File: src/rtl/cic_decim_comb_mc_pkg.sv
// Shared types and elaboration helpers for the multi-channel CIC comb section.
// Latency: n/a (package only).
// Backpressure: n/a (package only).
package cic_pkg;

    // Reference sample layout at the default width; modules re-declare the same
    // {inph, quad} layout at their own WIDTH.
    localparam int IQ_W = 16;

    typedef struct packed {
        logic [IQ_W-1:0] inph;
        logic [IQ_W-1:0] quad;
    } iq_sample_t;

    function automatic int ch_w(input int num_channels);
        return (num_channels > 1) ? $clog2(num_channels) : 1;
    endfunction

    function automatic int dly_w(input int max_delay);
        return $clog2(max_delay + 1);
    endfunction

    // Select 0 means D=1; selects above max_delay clamp to max_delay.
    function automatic int eff_delay(input int sel, input int max_delay);
        if (sel == 0) begin
            return 1;
        end else if (sel > max_delay) begin
            return max_delay;
        end
        return sel;
    endfunction

endpackage

File: src/rtl/cic_decim_comb_mc_if.sv
// Sample bus into and out of the comb section, plus delay select and flush.
// Latency: n/a (wiring only).
// Backpressure: none; valid-only qualification in both directions.
interface cic_decim_comb_mc_if
    import cic_pkg::*;
#(
    parameter int WIDTH        = 16,
    parameter int OUT_WIDTH    = 16,
    parameter int NUM_CHANNELS = 4,
    parameter int MAX_DELAY    = 2
);
    localparam int CH_W  = ch_w(NUM_CHANNELS);
    localparam int DLY_W = dly_w(MAX_DELAY);

    logic [WIDTH-1:0]     i_inph_data;
    logic [WIDTH-1:0]     i_quad_data;
    logic [CH_W-1:0]      i_channel;
    logic                 i_valid;
    logic [DLY_W-1:0]     i_delay;
    logic                 i_flush;
    logic [OUT_WIDTH-1:0] o_inph_data;
    logic [OUT_WIDTH-1:0] o_quad_data;
    logic [CH_W-1:0]      o_channel;
    logic                 o_valid;

    modport master (
        output i_inph_data, i_quad_data, i_channel, i_valid, i_delay, i_flush,
        input  o_inph_data, o_quad_data, o_channel, o_valid
    );

    modport slave (
        input  i_inph_data, i_quad_data, i_channel, i_valid, i_delay, i_flush,
        output o_inph_data, o_quad_data, o_channel, o_valid
    );

endinterface

File: src/rtl/cic_comb_stage_mc.sv
// One comb stage y = x - x[n-D] with an independent delay line per channel.
// Latency: 1 cycle.
// Backpressure: none; out-of-range channels and flush-cycle samples are dropped.
module cic_comb_stage_mc
    import cic_pkg::*;
#(
    parameter int WIDTH        = 16,
    parameter int NUM_CHANNELS = 4,
    parameter int MAX_DELAY    = 2,
    parameter int CH_W         = ch_w(NUM_CHANNELS),
    parameter int DLY_W        = dly_w(MAX_DELAY)
) (
    input  logic             i_clock,
    input  logic             i_reset,
    input  logic             i_flush,
    input  logic [DLY_W-1:0] i_delay,
    input  logic [WIDTH-1:0] i_inph,
    input  logic [WIDTH-1:0] i_quad,
    input  logic [CH_W-1:0]  i_channel,
    input  logic             i_valid,
    output logic [WIDTH-1:0] o_inph,
    output logic [WIDTH-1:0] o_quad,
    output logic [CH_W-1:0]  o_channel,
    output logic             o_valid
);
    logic [WIDTH-1:0] hist_inph_q [NUM_CHANNELS][MAX_DELAY];
    logic [WIDTH-1:0] hist_inph_d [NUM_CHANNELS][MAX_DELAY];
    logic [WIDTH-1:0] hist_quad_q [NUM_CHANNELS][MAX_DELAY];
    logic [WIDTH-1:0] hist_quad_d [NUM_CHANNELS][MAX_DELAY];
    logic [WIDTH-1:0] inph_q, inph_d;
    logic [WIDTH-1:0] quad_q, quad_d;
    logic [CH_W-1:0]  chan_q, chan_d;
    logic             vld_q, vld_d;
    int               ch_idx;
    int               tap;

    always_comb begin
        hist_inph_d = hist_inph_q;
        hist_quad_d = hist_quad_q;
        inph_d      = inph_q;
        quad_d      = quad_q;
        chan_d      = chan_q;
        vld_d       = 1'b0;
        ch_idx      = int'(i_channel);
        tap         = eff_delay(int'(i_delay), MAX_DELAY) - 1;
        if (i_flush) begin
            for (int c = 0; c < NUM_CHANNELS; c++) begin
                for (int k = 0; k < MAX_DELAY; k++) begin
                    hist_inph_d[c][k] = '0;
                    hist_quad_d[c][k] = '0;
                end
            end
        end else if (i_valid && (ch_idx < NUM_CHANNELS)) begin
            // Modulo-2^WIDTH difference: wrap-around is what keeps the CIC exact.
            inph_d = i_inph - hist_inph_q[ch_idx][tap];
            quad_d = i_quad - hist_quad_q[ch_idx][tap];
            for (int k = MAX_DELAY - 1; k > 0; k--) begin
                hist_inph_d[ch_idx][k] = hist_inph_q[ch_idx][k-1];
                hist_quad_d[ch_idx][k] = hist_quad_q[ch_idx][k-1];
            end
            hist_inph_d[ch_idx][0] = i_inph;
            hist_quad_d[ch_idx][0] = i_quad;
            chan_d = i_channel;
            vld_d  = 1'b1;
        end
    end

    always_ff @(posedge i_clock or posedge i_reset) begin
        if (i_reset) begin
            for (int c = 0; c < NUM_CHANNELS; c++) begin
                for (int k = 0; k < MAX_DELAY; k++) begin
                    hist_inph_q[c][k] <= '0;
                    hist_quad_q[c][k] <= '0;
                end
            end
            inph_q <= '0;
            quad_q <= '0;
            chan_q <= '0;
            vld_q  <= 1'b0;
        end else begin
            hist_inph_q <= hist_inph_d;
            hist_quad_q <= hist_quad_d;
            inph_q      <= inph_d;
            quad_q      <= quad_d;
            chan_q      <= chan_d;
            vld_q       <= vld_d;
        end
    end

    assign o_inph    = inph_q;
    assign o_quad    = quad_q;
    assign o_channel = chan_q;
    assign o_valid   = vld_q;

endmodule

File: src/rtl/cic_decim_comb_mc.sv
// Multi-channel CIC comb cascade with rounding/saturating output register.
// Latency: NUM_STAGES+1 cycles from i_valid to o_valid.
// Backpressure: none; one sample per cycle, flush drops everything in flight.
module cic_decim_comb_mc
    import cic_pkg::*;
#(
    parameter int WIDTH        = 16,
    parameter int OUT_WIDTH    = 16,
    parameter int NUM_STAGES   = 3,
    parameter int NUM_CHANNELS = 4,
    parameter int MAX_DELAY    = 2
) (
    input  logic                i_clock,
    input  logic                i_reset,
    cic_decim_comb_mc_if.slave  bus
);
    localparam int CH_W  = ch_w(NUM_CHANNELS);
    localparam int DLY_W = dly_w(MAX_DELAY);
    localparam int RSH   = (OUT_WIDTH < WIDTH) ? (WIDTH - OUT_WIDTH - 1) : 0;
    localparam logic [WIDTH:0] HALF = (OUT_WIDTH < WIDTH) ? ((WIDTH+1)'(1) << RSH) : '0;

    logic [WIDTH-1:0] st_inph [NUM_STAGES+1];
    logic [WIDTH-1:0] st_quad [NUM_STAGES+1];
    logic [CH_W-1:0]  st_chan [NUM_STAGES+1];
    logic             st_vld  [NUM_STAGES+1];

    logic [OUT_WIDTH-1:0] out_inph_q, out_inph_d;
    logic [OUT_WIDTH-1:0] out_quad_q, out_quad_d;
    logic [CH_W-1:0]      out_chan_q, out_chan_d;
    logic                 out_vld_q, out_vld_d;

    assign st_inph[0] = bus.i_inph_data;
    assign st_quad[0] = bus.i_quad_data;
    assign st_chan[0] = bus.i_channel;
    assign st_vld[0]  = bus.i_valid;

    for (genvar s = 0; s < NUM_STAGES; s++) begin : g_stage
        cic_comb_stage_mc #(
            .WIDTH        (WIDTH),
            .NUM_CHANNELS (NUM_CHANNELS),
            .MAX_DELAY    (MAX_DELAY),
            .CH_W         (CH_W),
            .DLY_W        (DLY_W)
        ) u_stage (
            .i_clock   (i_clock),
            .i_reset   (i_reset),
            .i_flush   (bus.i_flush),
            .i_delay   (bus.i_delay),
            .i_inph    (st_inph[s]),
            .i_quad    (st_quad[s]),
            .i_channel (st_chan[s]),
            .i_valid   (st_vld[s]),
            .o_inph    (st_inph[s+1]),
            .o_quad    (st_quad[s+1]),
            .o_channel (st_chan[s+1]),
            .o_valid   (st_vld[s+1])
        );
    end

    // Sign-extend by one bit so a carry into the sign marks positive overflow.
    function automatic logic [OUT_WIDTH-1:0] round_sat(input logic [WIDTH-1:0] x);
        logic [WIDTH:0] sum;
        sum = {x[WIDTH-1], x} + HALF;
        if (sum[WIDTH] != sum[WIDTH-1]) begin
            return ~(OUT_WIDTH'(1) << (OUT_WIDTH - 1));
        end
        return sum[WIDTH-1 -: OUT_WIDTH];
    endfunction

    always_comb begin
        out_inph_d = out_inph_q;
        out_quad_d = out_quad_q;
        out_chan_d = out_chan_q;
        out_vld_d  = 1'b0;
        if (st_vld[NUM_STAGES] && !bus.i_flush) begin
            out_inph_d = round_sat(st_inph[NUM_STAGES]);
            out_quad_d = round_sat(st_quad[NUM_STAGES]);
            out_chan_d = st_chan[NUM_STAGES];
            out_vld_d  = 1'b1;
        end
    end

    always_ff @(posedge i_clock or posedge i_reset) begin
        if (i_reset) begin
            out_inph_q <= '0;
            out_quad_q <= '0;
            out_chan_q <= '0;
            out_vld_q  <= 1'b0;
        end else begin
            out_inph_q <= out_inph_d;
            out_quad_q <= out_quad_d;
            out_chan_q <= out_chan_d;
            out_vld_q  <= out_vld_d;
        end
    end

    assign bus.o_inph_data = out_inph_q;
    assign bus.o_quad_data = out_quad_q;
    assign bus.o_channel   = out_chan_q;
    assign bus.o_valid     = out_vld_q;

endmodule
File: src/flat_wrapper.sv
// flat-port wrapper written by rule: the top's interface ports become plain ports
module cic_decim_comb_mc_flat import cic_pkg::*;
#(
    parameter int WIDTH        = 16,
    parameter int OUT_WIDTH    = 16,
    parameter int NUM_STAGES   = 3,
    parameter int NUM_CHANNELS = 4,
    parameter int MAX_DELAY    = 2
)
  (i_clock, i_reset, bus_i_inph_data, bus_i_quad_data, bus_i_channel, bus_i_valid, bus_i_delay, bus_i_flush, bus_o_inph_data, bus_o_quad_data, bus_o_channel, bus_o_valid);
  cic_decim_comb_mc_if #(.WIDTH(WIDTH), .OUT_WIDTH(OUT_WIDTH), .NUM_CHANNELS(NUM_CHANNELS), .MAX_DELAY(MAX_DELAY)) bus_i ();
  input  logic i_clock;
  input  logic i_reset;
  input wire logic [$bits(bus_i.i_inph_data)-1:0] bus_i_inph_data;
  input wire logic [$bits(bus_i.i_quad_data)-1:0] bus_i_quad_data;
  input wire logic [$bits(bus_i.i_channel)-1:0] bus_i_channel;
  input wire logic [$bits(bus_i.i_valid)-1:0] bus_i_valid;
  input wire logic [$bits(bus_i.i_delay)-1:0] bus_i_delay;
  input wire logic [$bits(bus_i.i_flush)-1:0] bus_i_flush;
  output wire logic [$bits(bus_i.o_inph_data)-1:0] bus_o_inph_data;
  output wire logic [$bits(bus_i.o_quad_data)-1:0] bus_o_quad_data;
  output wire logic [$bits(bus_i.o_channel)-1:0] bus_o_channel;
  output wire logic [$bits(bus_i.o_valid)-1:0] bus_o_valid;
  assign bus_i.i_inph_data = bus_i_inph_data;
  assign bus_i.i_quad_data = bus_i_quad_data;
  assign bus_i.i_channel = bus_i_channel;
  assign bus_i.i_valid = bus_i_valid;
  assign bus_i.i_delay = bus_i_delay;
  assign bus_i.i_flush = bus_i_flush;
  assign bus_o_inph_data = bus_i.o_inph_data;
  assign bus_o_quad_data = bus_i.o_quad_data;
  assign bus_o_channel = bus_i.o_channel;
  assign bus_o_valid = bus_i.o_valid;
  cic_decim_comb_mc #(.WIDTH(WIDTH), .OUT_WIDTH(OUT_WIDTH), .NUM_STAGES(NUM_STAGES), .NUM_CHANNELS(NUM_CHANNELS), .MAX_DELAY(MAX_DELAY)) u_core (.i_clock(i_clock), .i_reset(i_reset), .bus(bus_i));
endmodule
File: config.mk
export PLATFORM = sky130hd
export DESIGN_NAME = cic_decim_comb_mc_flat
export DESIGN_NICKNAME = d
export VERILOG_FILES = /design/src/rtl/cic_decim_comb_mc_pkg.sv /design/src/rtl/cic_decim_comb_mc_if.sv /design/src/rtl/cic_comb_stage_mc.sv /design/src/rtl/cic_decim_comb_mc.sv /design/src/flat_wrapper.sv
export SDC_FILE = /design/constraint.sdc
export NUM_CORES = 2
export LEC_CHECK = 0
export CORE_ASPECT_RATIO = 1.1
export CORE_MARGIN = 2
export CORE_UTILIZATION = 25
export DETAILED_ROUTE_END_ITERATION = 8
export DONT_BUFFER_PORTS = 1
export GPL_ROUTABILITY_DRIVEN = 0
export GPL_TIMING_DRIVEN = 0
export HOLD_SLACK_MARGIN = 0.03
export REMOVE_ABC_BUFFERS = 1
export SETUP_SLACK_MARGIN = 0.02
export SYNTH_ARGS = -nofsm -noshare
export SYNTH_HDL_FRONTEND = slang
export SYNTH_SLANG_ARGS = --single-unit
export TNS_END_PERCENT = 1
File: constraint.sdc
create_clock -name i_clock -period 38.7 [get_ports i_clock]
set_clock_uncertainty 0.1 [all_clocks]
set_input_delay 7.74 -clock i_clock [delete_from_list [all_inputs] [get_ports i_clock]]
set_output_delay 7.74 -clock i_clock [all_outputs]
set_load 0.01 [all_outputs]
==> metrics.md <==
| Metric | Value |
|---|---|
| Boundary Pins | between 70 and 80 |
| Synthesized instance count | 3033 |
| Sequential area share after synthesis | 0.5453 |
| Wire per inst | 20.14 um |
| Outcome | completed |
| Hold_ws | 0.3759 ns |
| Worst Path Max Fanout | 14 |
| Number of port buffers | 0 |
| Clock Sinks | approximately 910 |
| Maxcap violations | 0 |
| Share of cells above drive strength 1 | 0.1684 |
| Power per cell area | 50.36 nW/um^2 |
| Mean area per synthesized cell | 13.74 um^2 |
| Final core occ | 0.2932 |
| Flop pwr share | 0.453 |
| Setup WS post-layout | 27.52 ns |
| Leakage power figure | 0.02163 uW |
| # diodes | 0 |
| Worst EP arrival | 11.66 ns |
| Worst Path Required | 39.18 ns |
| Clk_lat worst skew | between 0.6 and 0.7 ns |
| Async SR Flop Fraction | 1.000 |
| Post-synth EDFFs | 0 |
| Clock-pin slew on the worst setup and hold paths | around 0.060 ns |
| Tcrit/Tclk final | 0.2889 |
| Crit path from | bus_i_delay[0] |
| Power Internal | 1736 uW |
| Remaining DRCs | 0 |
| Starting DRT DRC Count | 1917 |
| Clk Tree Root Cell | clkbuf_16 |
| Die width | 393.3 um |
| TritonCTS clock tree | done |
| Total CTS buffers | 87 |
| Synth warn | 0 |
| GR Overflow Total | 0 |
| Hold Crit Start | u_core.g_stage[2].u_stage.o_quad[5]$_DFFE_PP0P_ |
| Reg2reg start | u_core.g_stage[1].u_stage.o_channel[0]$_DFFE_PP0P_ |
| Setup Buffers After CTS | 0 |
| NumNets Final | 3116 |
| Die area | 170000 um^2 |
| Cts repair resizes | 0 |
| DR vias | between 20k and 30k |
| Area grow syn2layout | 16.80% |
| Unrepaired setup endpoints after global routing | no |
| Final Max Slew Viols | 0 |
| Row Count | approximately 160 |
| Yosys cell types | 68 |
| Worst VDD drop | 0.00003189 V |
| Detail Placement HPWL | 66960 um |
| Clk network pwr share | 0.380 |
| Worst Hold Class | flip-flop to flip-flop |
| Combinational Power Share | 0.168 |
| Routed Antenna Nets | 0 |
| DR vias/cell | 5.124 |
| Slew @ Worst Pin | 1.052 ns |
| CP startpoint kind | primary input |
| Final setup vio count | 0 |
| CP Capture Type | flip-flop |
| Core area | 166000 um^2 |
| Yosys reg bits | 908 |
| Initial Util | 0.2510 |
| Total net switching power | 715.3 uW |
| Primary FF master, synth | dfrtp_1 |
| Post-Route WL | 106000 um |
| GRT Overall Usage | 0.1252 |
| Dpl ws | 26.79 ns |
| CTS Hold Bufs | 0 |
| Synthesized area | around 42000 um^2 |
| Final Hold Fails | 0 |
| Initial antenna violation count | 0 |
| Min Tclk post-route | roughly 11 ns |
| CTS Buffer Depth | 3 |
| Die height | 432.2 um |
| Max Fclk | 89.44 MHz |
| Slew HR | 0.2963 |
| Switch share | 0.2918 |
| H-tree depth | 3 |
| Largest net degree at the start of global routing | 132 |
| Pre-Repair DR Iteration Count | 5 |
| First-pass GRT wire length | 170500 um |
| Vias in the first global route | 28.42k |
| CP Class | primary input to flip-flop |
worst max-delay path, stage by stage:
cell       delay, ns
inv_1           0.03
ha_1            0.40
mux2i_4         0.77
buf_12          0.26
mux2_2          0.18
ha_1            0.17
inv_1           0.06
fa_1            0.42
a21oi_1         0.26
o21a_1          0.20
o21ai_1         0.12
a2111oi_0       0.60
nor2_1          0.11
xnor2_1         0.15
o21ai_0         0.16
synthesized netlist by cell type, types with 3 or more instances:
| library cell | count | area [um^2] |
|---|---|---|
| o211ai_1 | 11 | 82.58 |
| buf_2 | 134 | 670.6 |
| a22o_1 | 769 | 6735 |
| clkbuf_1 | 81 | 304.0 |
| nand3_1 | 7 | 35.03 |
| nand4_1 | 9 | 56.30 |
| fa_1 | 6 | 120.1 |
| xnor2_1 | 46 | 402.9 |
| a221oi_1 | 3 | 26.28 |
| o21ai_1 | 45 | 225.2 |
| a21oi_1 | 52 | 260.3 |
| nor3b_1 | 3 | 22.52 |
| nand2_1 | 141 | 529.3 |
| inv_1 | 27 | 101.4 |
| xor2_1 | 32 | 280.3 |
| inv_2 | 5 | 18.77 |
| o21a_1 | 10 | 75.07 |
| mux2_2 | 40 | 450.4 |
| o21ai_0 | 81 | 405.4 |
| dfrtp_1 | 908 | 22720 |
| buf_4 | 6 | 45.04 |
| a211o_1 | 3 | 26.28 |
| o31ai_1 | 8 | 60.06 |
| a211oi_1 | 13 | 97.59 |
| ha_1 | 102 | 1276 |
| a31oi_1 | 11 | 68.82 |
| nand2b_1 | 24 | 150.1 |
| a31oi_2 | 11 | 137.6 |
| nor2_2 | 5 | 31.28 |
| nor2b_1 | 12 | 75.07 |
| and3_1 | 6 | 37.54 |
| nor2_1 | 37 | 138.9 |
| mux4_2 | 192 | 4324 |
| buf_1 | 15 | 56.30 |
| and2_1 | 3 | 18.77 |
| mux2i_1 | 93 | 930.9 |
| nor3_2 | 6 | 60.06 |
| nor3_1 | 10 | 50.05 |
| o21bai_1 | 6 | 45.04 |
| a21o_1 | 28 | 210.2 |
logic make-up after synthesis:
kind of cell / count (synthesis) / share of synthesized area
muxes: 325 / 0.1369
adders and majority gates: 108 / 0.03351
AOI/OAI and AO/OA: 1072 / 0.2081
xor gates and xnor gates: 78 / 0.01639
and+or+nand+nor: 273 / 0.03081
buffers and inverters: 269 / 0.02897
DFF: 908 / 0.5453
layer usage:
layer | GRT usage | vias up | share of wire
met5 | 0 | - | 0
met1 | 0.1733 | 14400 | 0.45
met2 | 0.1985 | 732 | 0.47
met3 | 0.02663 | 136 | 0.058
met4 | 0.03191 | 0 | 0.019
li1 | - | 11720 | -
stage by stage:
step                instance area [um^2]  power, uW  instances  setup TNS (ns)
global route                       48670       2572       5266               0
CTS                                48670       2478       5266               0
detailed placement                 45550       1542       5105               0
global placement                   43370       1520       5022        -3427.34
finish                             48670       2451       5266               0
floorplan                          40580       1382       2796               0
path summary, 6_finish.rpt:
check | endpoint | slack, ns | depth (start not counted)
min reg2reg | u_core.g_stage[2].u_stage.o_quad[5]$_DFFE_PP0P_ | 0.38 | 2
min in group asynchronous | u_core.g_stage[1].u_stage.hist_quad_q[80]$_DFFE_PP0P_ | 6.86 | 1
min | u_core.g_stage[2].u_stage.o_quad[5]$_DFFE_PP0P_ | 0.38 | 2
max reg2reg | u_core.g_stage[2].u_stage.o_inph[13]$_DFFE_PP0P_ | 34.28 | 11
max | u_core.g_stage[0].u_stage.o_quad[12]$_DFFE_PP0P_ | 27.52 | 15
max in group asynchronous | u_core.g_stage[0].u_stage.hist_inph_q[43]$_DFFE_PP0P_ | 29.59 | 4
cell usage in the layout, fill, tap and decap left out, types with 36 or more instances in the layout:
master,Yosys,layout
a22o_1,769,769
buf_16,0,40
mux2i_1,93,91
nor2_1,37,36
clkbuf_16,0,91
dfrtp_1,908,904
a21oi_1,52,52
o21ai_1,45,45
xnor2_1,46,46
o21ai_0,81,81
mux4_2,192,192
mux2_2,40,40
nand2_1,141,141
ha_1,102,102
area by class of cell:
type | instances | area, um^2
well taps | 2226 | 2785
inverters | 32 | 127.6
multi-input cells | 1856 | 17970
flip-flops and latches | 908 | 22740
clock inverters | 30 | 436.7
clock buffers | 131 | 2688
repair buffers | 83 | 1922
fillers | 16560 | 117300
state kept, by name (all words and copies together) (netlist names):
name,count
u_core.g_stage.u_stage.o_quad,48
u_core.bus.o_valid,1
u_core.g_stage.u_stage.hist_inph_q,384
u_core.g_stage.u_stage.o_inph,48
u_core.g_stage.u_stage.o_channel,6
u_core.g_stage.u_stage.hist_quad_q,384
u_core.bus.o_channel,2
u_core.g_stage.u_stage.o_valid,3
u_core.bus.o_quad_data,16
u_core.bus.o_inph_data,16
power groups by stage:
stage / Combinational, uW / Sequential, uW / Clock, uW
after global routing: 458 / 1120 / 993
after global placement: 378 / 1140 / 0
final: 412 / 1110 / 930
after floorplan: 287 / 1100 / 0
after CTS: 416 / 1110 / 952
after detailed placement: 414 / 1130 / 0
No activity file was read; power rests on OpenSTA's default activity.
